--- config.mk ---
export PLATFORM = sky130hd
export DESIGN_NAME = audio_path_ctrl
export DESIGN_NICKNAME = d
export VERILOG_FILES = /design/src/rtl/audio_path_ctrl.sv
export SDC_FILE = /design/constraint.sdc
export NUM_CORES = 1
export LEC_CHECK = 0
export BUFFER_PORTS_ARGS = -buffer_cell sky130_fd_sc_hd__buf_2
export CAP_MARGIN = 20
export CORE_ASPECT_RATIO = 1.25
export CORE_MARGIN = 2
export CORE_UTILIZATION = 47
export CTS_BUF_LIST = sky130_fd_sc_hd__clkbuf_4
export DETAILED_ROUTE_END_ITERATION = 8
export PLACE_DENSITY = 0.75
export SETUP_SLACK_MARGIN = 0.1
export SLEW_MARGIN = 10
export SYNTH_ARGS = -nofsm -noshare
export SYNTH_HDL_FRONTEND = slang
export SYNTH_SLANG_ARGS = --single-unit
--- constraint.sdc ---
create_clock -name clk -period 3.2 [get_ports clk]
set_input_delay 0.16 -clock clk [delete_from_list [all_inputs] [get_ports clk]]
set_output_delay 0.16 -clock clk [all_outputs]
set_load 0.02 [all_outputs]
--- src/rtl/audio_path_ctrl.sv ---
// Capture/playback sequencer between a left-justified codec receiver and transmitter.
// Captured L/R pairs pass through a small FIFO; sticky status reports overrun, underrun and timeouts.
module audio_path_ctrl #(
   parameter int DATA_WIDTH = 24,
   parameter int FIFO_DEPTH = 4,
   parameter int PRIME      = 2,
   parameter int TIMEOUT    = 256
) (
   input  logic                        clk,
   input  logic                        rst_n,
   input  logic                        enable,
   input  logic                        mute,
   input  logic                        clr_status,
   output logic                        in_start,
   input  logic                        in_data_ready,
   input  logic [DATA_WIDTH-1:0]       in_left,
   input  logic [DATA_WIDTH-1:0]       in_right,
   output logic                        out_start,
   input  logic                        out_data_ready,
   output logic [DATA_WIDTH-1:0]       out_left,
   output logic [DATA_WIDTH-1:0]       out_right,
   output logic [$clog2(FIFO_DEPTH):0] fifo_level,
   output logic                        busy,
   output logic                        overrun,
   output logic                        underrun,
   output logic                        timeout_err,
   output logic [15:0]                 frame_count
);

   localparam int AW = $clog2(FIFO_DEPTH);
   localparam int LW = AW + 1;
   localparam int TW = $clog2(TIMEOUT);

   typedef enum logic [1:0] {C_IDLE, C_START, C_WAIT} c_state_t;
   typedef enum logic [2:0] {P_IDLE, P_PRIME, P_LOAD, P_START, P_WAIT} p_state_t;

   c_state_t c_state, c_next;
   p_state_t p_state, p_next;

   logic                      in_dr_q, out_dr_q;
   logic                      in_edge, out_edge;
   logic [TW-1:0]             c_timer, p_timer;
   logic                      c_timeout, p_timeout;
   logic [2*DATA_WIDTH-1:0]   mem [FIFO_DEPTH];
   logic [AW-1:0]             wr_ptr, rd_ptr;
   logic [LW-1:0]             level;
   logic                      empty, full, push, pop, push_ok, drop, flush;

   assign in_edge   = in_data_ready & ~in_dr_q;
   assign out_edge  = out_data_ready & ~out_dr_q;
   assign c_timeout = (c_state == C_WAIT) && !in_edge && (c_timer == TW'(TIMEOUT - 1));
   assign p_timeout = (p_state == P_WAIT) && !out_edge && (p_timer == TW'(TIMEOUT - 1));

   assign empty   = (level == '0);
   assign full    = (level == LW'(FIFO_DEPTH));
   assign push    = (c_state == C_WAIT) && in_edge;
   assign pop     = (p_state == P_LOAD) && !empty;
   // A simultaneous pop frees a slot, so a push into a full FIFO still lands.
   assign push_ok = push && (!full || pop);
   assign drop    = push && full && !pop;
   assign flush   = !enable && (c_state == C_IDLE) && (p_state == P_IDLE);

   assign in_start   = (c_state == C_START);
   assign out_start  = (p_state == P_START);
   assign busy       = (c_state != C_IDLE) || (p_state != P_IDLE);
   assign fifo_level = level;

   always_comb begin
      c_next = c_state;
      case (c_state)
         C_IDLE:  if (enable) c_next = C_START;
         C_START: c_next = C_WAIT;
         C_WAIT:  if (in_edge || c_timeout) c_next = enable ? C_START : C_IDLE;
         default: c_next = C_IDLE;
      endcase
   end

   always_comb begin
      p_next = p_state;
      case (p_state)
         P_IDLE:  if (enable) p_next = P_PRIME;
         P_PRIME: begin
            if (!enable)                    p_next = P_IDLE;
            else if (level >= LW'(PRIME))   p_next = P_LOAD;
         end
         P_LOAD:  p_next = P_START;
         P_START: p_next = P_WAIT;
         // A timeout re-sends the pair already held on out_left/out_right.
         P_WAIT: begin
            if (out_edge || p_timeout) begin
               if (!enable)       p_next = P_IDLE;
               else if (out_edge) p_next = P_LOAD;
               else               p_next = P_START;
            end
         end
         default: p_next = P_IDLE;
      endcase
   end

   always_ff @(posedge clk) begin
      if (!rst_n) begin
         c_state <= C_IDLE;
         p_state <= P_IDLE;
      end else begin
         c_state <= c_next;
         p_state <= p_next;
      end
   end

   always_ff @(posedge clk) begin
      if (push_ok) mem[wr_ptr] <= {in_left, in_right};
   end

   always_ff @(posedge clk) begin
      if (!rst_n) begin
         in_dr_q     <= 1'b0;
         out_dr_q    <= 1'b0;
         c_timer     <= '0;
         p_timer     <= '0;
         wr_ptr      <= '0;
         rd_ptr      <= '0;
         level       <= '0;
         out_left    <= '0;
         out_right   <= '0;
         overrun     <= 1'b0;
         underrun    <= 1'b0;
         timeout_err <= 1'b0;
         frame_count <= '0;
      end else begin
         in_dr_q  <= in_data_ready;
         out_dr_q <= out_data_ready;

         if (c_state == C_START)     c_timer <= '0;
         else if (c_state == C_WAIT) c_timer <= c_timer + TW'(1);
         if (p_state == P_START)     p_timer <= '0;
         else if (p_state == P_WAIT) p_timer <= p_timer + TW'(1);

         if (flush) begin
            wr_ptr <= '0;
            rd_ptr <= '0;
            level  <= '0;
         end else begin
            if (push_ok) wr_ptr <= wr_ptr + AW'(1);
            if (pop)     rd_ptr <= rd_ptr + AW'(1);
            if (push_ok && !pop)      level <= level + LW'(1);
            else if (pop && !push_ok) level <= level - LW'(1);
         end

         if (p_state == P_LOAD) begin
            if (empty || mute) begin
               out_left  <= '0;
               out_right <= '0;
            end else begin
               {out_left, out_right} <= mem[rd_ptr];
            end
         end

         if (push) frame_count <= frame_count + 16'd1;

         if (drop)            overrun <= 1'b1;
         else if (clr_status) overrun <= 1'b0;
         if ((p_state == P_LOAD) && empty) underrun <= 1'b1;
         else if (clr_status)              underrun <= 1'b0;
         if (c_timeout || p_timeout) timeout_err <= 1'b1;
         else if (clr_status)        timeout_err <= 1'b0;
      end
   end

endmodule

* Yosys cells after proc, flatten, opt, wreduce, memory -nomap -nowiden
Memory sizes are Yosys's and may differ from the RTL's. A register that Yosys moved wholly into a read port is not among the register bits. Index checks and enable logic that the tools add are counted. Widths: inputs -> output; s select.
Operators by class: bitwise logic cells 5, divide/modulo/power cells 0, $mul 0, order comparisons 1, $add $sub $neg 7, equality and inequality tests 14, reductions and logical operators 41, shift operators 0, multiplexer cells 23
Operator list (count):
- $mux 24 | 2
- $mux 3 | 6
- $add 16x1->16 const B | 1
- $add 8x1->8 const B | 2
- $eq 8x8->1 const B | 2
- $pmux 3 s5 | 1
- $logic_and 1x1->1 | 14
- $mux 2 | 5
- $reduce_bool 2->1 | 5
- $mux 1 | 8
- $logic_not 1->1 | 7
- $eq 3x2->1 const B | 2
- $eq 3x3->1 const B | 2
- $logic_not 3->1 | 2
- $logic_or 1x1->1 | 6
- $ne 2x2->1 const B | 3
- $pmux 2 s3 | 1
- $reduce_or 2->1 | 3
- $add 2x1->2 const B | 2
- $add 3x1->3 const B | 1
- $eq 3x1->1 const B | 1
- $ge 3x2->1 const B | 1
- $ne 3x3->1 const B | 1
- $not 1->1 | 3
- 9 further kinds | 10
Word-level totals: memory bits (writable) 192, input port bits 55, register bits after elaboration 97, bits in latches 0, logic and storage cells 107, output and inout port bits 73, memories 1, memory bits (read-only) 0
Memory list:
- mem | words 4, bits a word 48, read ports 1, clocked after memory_dff 1, write ports 1, RTL line 44 | logic [2*DATA_WIDTH-1:0] mem [FIFO_DEPTH];

* Depth between registers and ports, before layout
word-level depth 9, depth in mapped cells 11, gate-level depth less buffers 9

* Least setup slack after synthesis
OpenSTA, ideal clock, no wires.
path type reg2reg, start register p_state[2], end memory mem[1][0] in the netlist's numbering (enable), data arrival time 2460 ps, path buffers 2, required time 2790 ps, cell stages (with the launch flop) 6, path slack 330 ps, path through dfxtp_1 -> clkbuf_1 -> or3b_1 -> buf_2 -> a31oi_2 -> and2_1
On the way: longest elaborated chain between the ends 6
Ends and longest elaborated chain:
- start, declared | RTL line 38 | p_state_t p_state, p_next;
- start signal, assigned | RTL line 106 | p_state <= p_next;
- $eq 3x2->1 | RTL line 57 | assign pop = (p_state == P_LOAD) && !empty;
- $logic_and 1x1->1 | RTL line 57
- $logic_or 1x1->1 | RTL line 59 | assign push_ok = push && (!full || pop);
- $logic_and 1x1->1 | RTL line 59
- named net push_ok | RTL line 47 | logic empty, full, push, pop, push_ok, drop, flush;
- $mux 1 | RTL line 111 | if (push_ok) mem[wr_ptr] <= {in_left, in_right};
- $mux 1 (not written as such) | RTL line 111
- end, declared | RTL line 44
The timed path passes the listed nets, and every way through them passes these cells.

* Worst setup path in the final report
start register c_state[1], end register level[2] (netlist: fifo_level[2])
On the way: longest elaborated chain between the ends 6, elaborated cells between the ends (all ways) 12, classes of those cells eq/ne (1); mux (1); reduce/logical (10)
Ends and longest elaborated chain:
- start, declared | RTL line 37 | c_state_t c_state, c_next;
- start signal, assigned | RTL line 105 | c_state <= c_next;
- $eq 2x2->1 (*) | RTL line 56 | assign push = (c_state == C_WAIT) && in_edge;
- $logic_and 1x1->1 (*) | RTL line 56
- $logic_and 1x1->1 (*) | RTL line 59
- named net push_ok | RTL line 47
- $logic_not 1->1 | RTL line 146 | else if (pop && !push_ok) level <= level - LW'(1);
- $logic_and 1x1->1 | RTL line 146
- $reduce_bool 2->1 (no line)
- end signal, assigned | RTL line 145 | if (push_ok && !pop) level <= level + LW'(1);
- end signal, assigned | RTL line 146
- end, declared | RTL line 46 | logic [LW-1:0] level;
The timed path passes the listed nets; every way through them passes the cells marked *. A chain may end at the register's enable or synchronous reset.

==> results_dict.tcl <==
set metrics [dict create \
    synth.avg_cell_area_um2 15.86 \
    worst_slew_pin_slew_ns 0.7510 \
    synth_seq_cells 291 \
    place_congestion 0.7694 \
    post_synth_inst_count 687 \
    synthArstFlopShare_pct 0 \
    clock_latency_ns 0.66 \
    cts.sinks 291 \
    synth_edf_count 192 \
    worstPathRequired_ns 3.70 \
    grt_pass1_vias 7045 \
    power_switching_w 0.001711 \
    tns_ns 0 \
    grt_pass1_wl_mm 35.32 \
    initial_core_util_pct 47.60 \
    final_nets 987 \
    areaGrowthSynthToFinish_pct 22.64 \
    crit_arrival_ns 3.15 \
    portBuffers 127 \
    whs_ns 0.08847 \
    drive_gt1_share_pct 31.80 \
    violations "DRC" \
    core-area_mm2 0.02288 \
    power_frac_comb_pct 5.5 \
    drtIter0Drc 294 \
    wl_met1_mm 9.014 \
    core.rowCount 62 \
    reg2regPathDepth 9 \
    dp_hpwl_mm 12.88 \
    max-cap-violations 0 \
    cp_max_fo 16 \
    grt_use_total_pct 18.62 \
    clkPwrFrac_pct 39.5 \
    wl_met3_mm 1.396 \
    routed_wl_mm 22.22 \
    fmax_ghz 0.3768 \
    top_layer_used "met5" \
    cts_tree "built" \
    met2_length_mm 11.31 \
    grt_max_degree 51 \
    die_h_um 174.2 \
    post-route-drc-count 9 \
    critical_path_class "flop to flop" \
    clock_skew_ns 0.02751 \
    swShare_pct 23.02 \
    hold_violations 0 \
    min_path_cells 5 \
    die_area_mm2 0.02442 \
    hp-class "primary input to flop" \
    finalCritPeriodShare_pct 82.93 \
    crit_path_start_kind "flop" \
    synth_flop_cell "edfxtp_1" \
    sequentialPowerShare_pct 55.0 \
    dieWidth_um 140.2 \
    seq_area_frac_synth_pct 71.12 \
    cts-root-buf "clkbuf_4" \
    yosys_warnings 0 \
    drtAntennaViolNets 0 \
    drv_slew 0 \
    synth.cell_area_mm2 0.01089 \
    cts_buffers 72 \
    peakVddDrop_uv 382.4 \
    pin_count 128 \
    leakage_nw 4.840 \
    p_per_area_mw_per_mm2 556.3 \
    dr.pass1.iters 9 \
    post-route-min-period_ns 2.654 \
    h-tree-depth 3 \
    grt_antenna_before_repair 2 \
    end_kind "flop" \
    syn_nets 751 \
    cts_buffer_depth 3 \
    status "complete, but fails checks" \
    slew-limit-headroom_pct 49.93 \
    cts.clk_slew.worst_paths_ns 0.07 \
    internal_power_w 0.005721 \
    synthDistinctLibCells 45 \
    setup_viol 0 \
    via_per_inst 5.283 \
    gr-total-overflow 0 \
    wire_per_inst_um 17.50 \
    vias 6709 \
    rsz0062_at_grt "no" \
]
[stage by stage]
stage          util [%]  setup slack, ns  area [um^2]  std cells  power, W
6_report          58.38           0.5461        13360       1270  0.007431
5_1_grt           58.38           0.3069        13360       1270  0.007761
2_1_floorplan         -           0.3297        10890        687  0.004379
3_5_place_dp      51.98           0.5851        11900       1081  0.004519
3_3_place_gp      51.98           0.6767        11900       1081  0.004508
4_1_cts           58.37           0.5689        13360       1269  0.007523
[cell type report]
class | count | area [um^2]
fillers | 1775 | 9525
flip-flops and latches | 291 | 7752
multi-input cells | 350 | 2960
repair buffers | 198 | 1346
clock buffers | 97 | 728.2
well taps | 288 | 360.3
clock inverters | 35 | 171.4
inverters | 10 | 37.54
diodes | 1 | 2.502
[timing repair]
item	in CTS	in global routing
gates resized for setup	0	0
hold buffers	56	0
endpoints found under the hold margin	205	0
setup buffers	0	0
[cells by family after synthesis]
group / Yosys count / synth area share, %
XOR/XNOR: 28 / 2.251
multiplexers: 56 / 10.67
adder cells (fa/ha/maj): 9 / 1.103
AO/OA/AOI/OAI: 76 / 4.905
flip-flops: 291 / 71.12
AND/OR/NAND/NOR: 181 / 8.144
buffers and inverters: 46 / 1.803
[per-layer routing]
metal / global-route usage (%) / up-vias
met4: 8.291 / 2
met1: 21.87 / 3307
met5: 0 / -
met2: 32.33 / 211
met3: 4.683 / 42
li1: - / 3147
[worst paths after layout]
path / slack [ns] / endpoint / startpoint
setup / recovery: 0.55 / fifo_level[2]$_SDFFE_PP0P_ / c_state[1]$_SDFFE_PN0P_
hold / removal: 0.09 / out_left[11]$_SDFFE_PN0P_ / mute
setup reg to reg: 0.55 / fifo_level[2]$_SDFFE_PP0P_ / c_state[1]$_SDFFE_PN0P_
hold reg to reg: 0.46 / frame_count[15]$_SDFFE_PN0P_ / frame_count[15]$_SDFFE_PN0P_
[sequential cells by signal (all words and copies together), names as in the netlist, 3 cells and up, named ones only]
| name | cells |
|---|---|
| fifo_level | 3 |
| p_timer | 8 |
| out_left | 24 |
| mem | 192 |
| out_right | 24 |
| frame_count | 16 |
| c_timer | 8 |
| p_state | 3 |
[synthesized netlist by cell type (3+ instances only)]
master	n	area (um^2)
nand3b_1	5	37.54
inv_1	9	33.78
mux2i_1	7	70.07
buf_1	3	11.26
and3_1	4	25.02
nor3_1	9	45.04
and4_1	4	35.03
nor2_1	95	356.6
xor2_1	12	105.1
or3_1	3	18.77
xnor2_1	16	140.1
clkbuf_1	24	90.09
nor3b_1	4	30.03
mux4_2	48	1081
edfxtp_1	192	5766
buf_2	7	35.03
o21ai_0	8	40.04
nand3_1	12	60.06
nand2_1	18	67.56
ha_1	8	100.1
a21oi_1	9	45.04
nand2b_1	6	37.54
nand4_1	5	31.28
dfxtp_1	99	1982
and2_1	7	43.79
a22oi_1	50	375.4
[power by group through the flow]
stage          clock [W]  sequential [W]  combinational (W)
5_1_grt          0.00323         0.00409           0.000447
6_report         0.00294         0.00408           0.000409
3_3_place_gp           0         0.00416           0.000346
4_1_cts          0.00303         0.00408           0.000408
3_5_place_dp           0         0.00417           0.000353
2_1_floorplan          0         0.00415           0.000231
[worst max-delay path, stage by stage (launching register included)]
cell and delay [ns]:
dfxtp_1 0.66, nand4bb_4 0.26, a31oi_2 0.42, ha_1 0.26, inv_1 0.06, fa_1 0.39
xor2_1 0.16, nor2_1 0.13, xnor2_1 0.13, nor2_1 0.05
[cell usage in the layout, fill, tap and decap left out, types with 3 or more instances in the layout]
master	n
edfxtp_1	192
buf_2	127
dfxtp_1	97
clkbuf_4	97
nor2_1	95
dlygate4sd3_1	56
a22oi_1	50
mux4_2	48
clkinv_1	24
nand2_1	18
xnor2_1	16
nand3_1	12
xor2_1	12
buf_4	12
inv_1	9
nor3_1	9
a21oi_1	9
o21ai_0	8
ha_1	8
mux2i_1	7
nand2b_1	6
nand3b_1	5
nand4_1	5
clkinv_2	5
nor3b_1	4
and2_2	4
inv_2	4
and3_1	4
and4_1	4
or3_1	3
and2_1	3
buf_12	3
(Power assumes the default switching activity.)
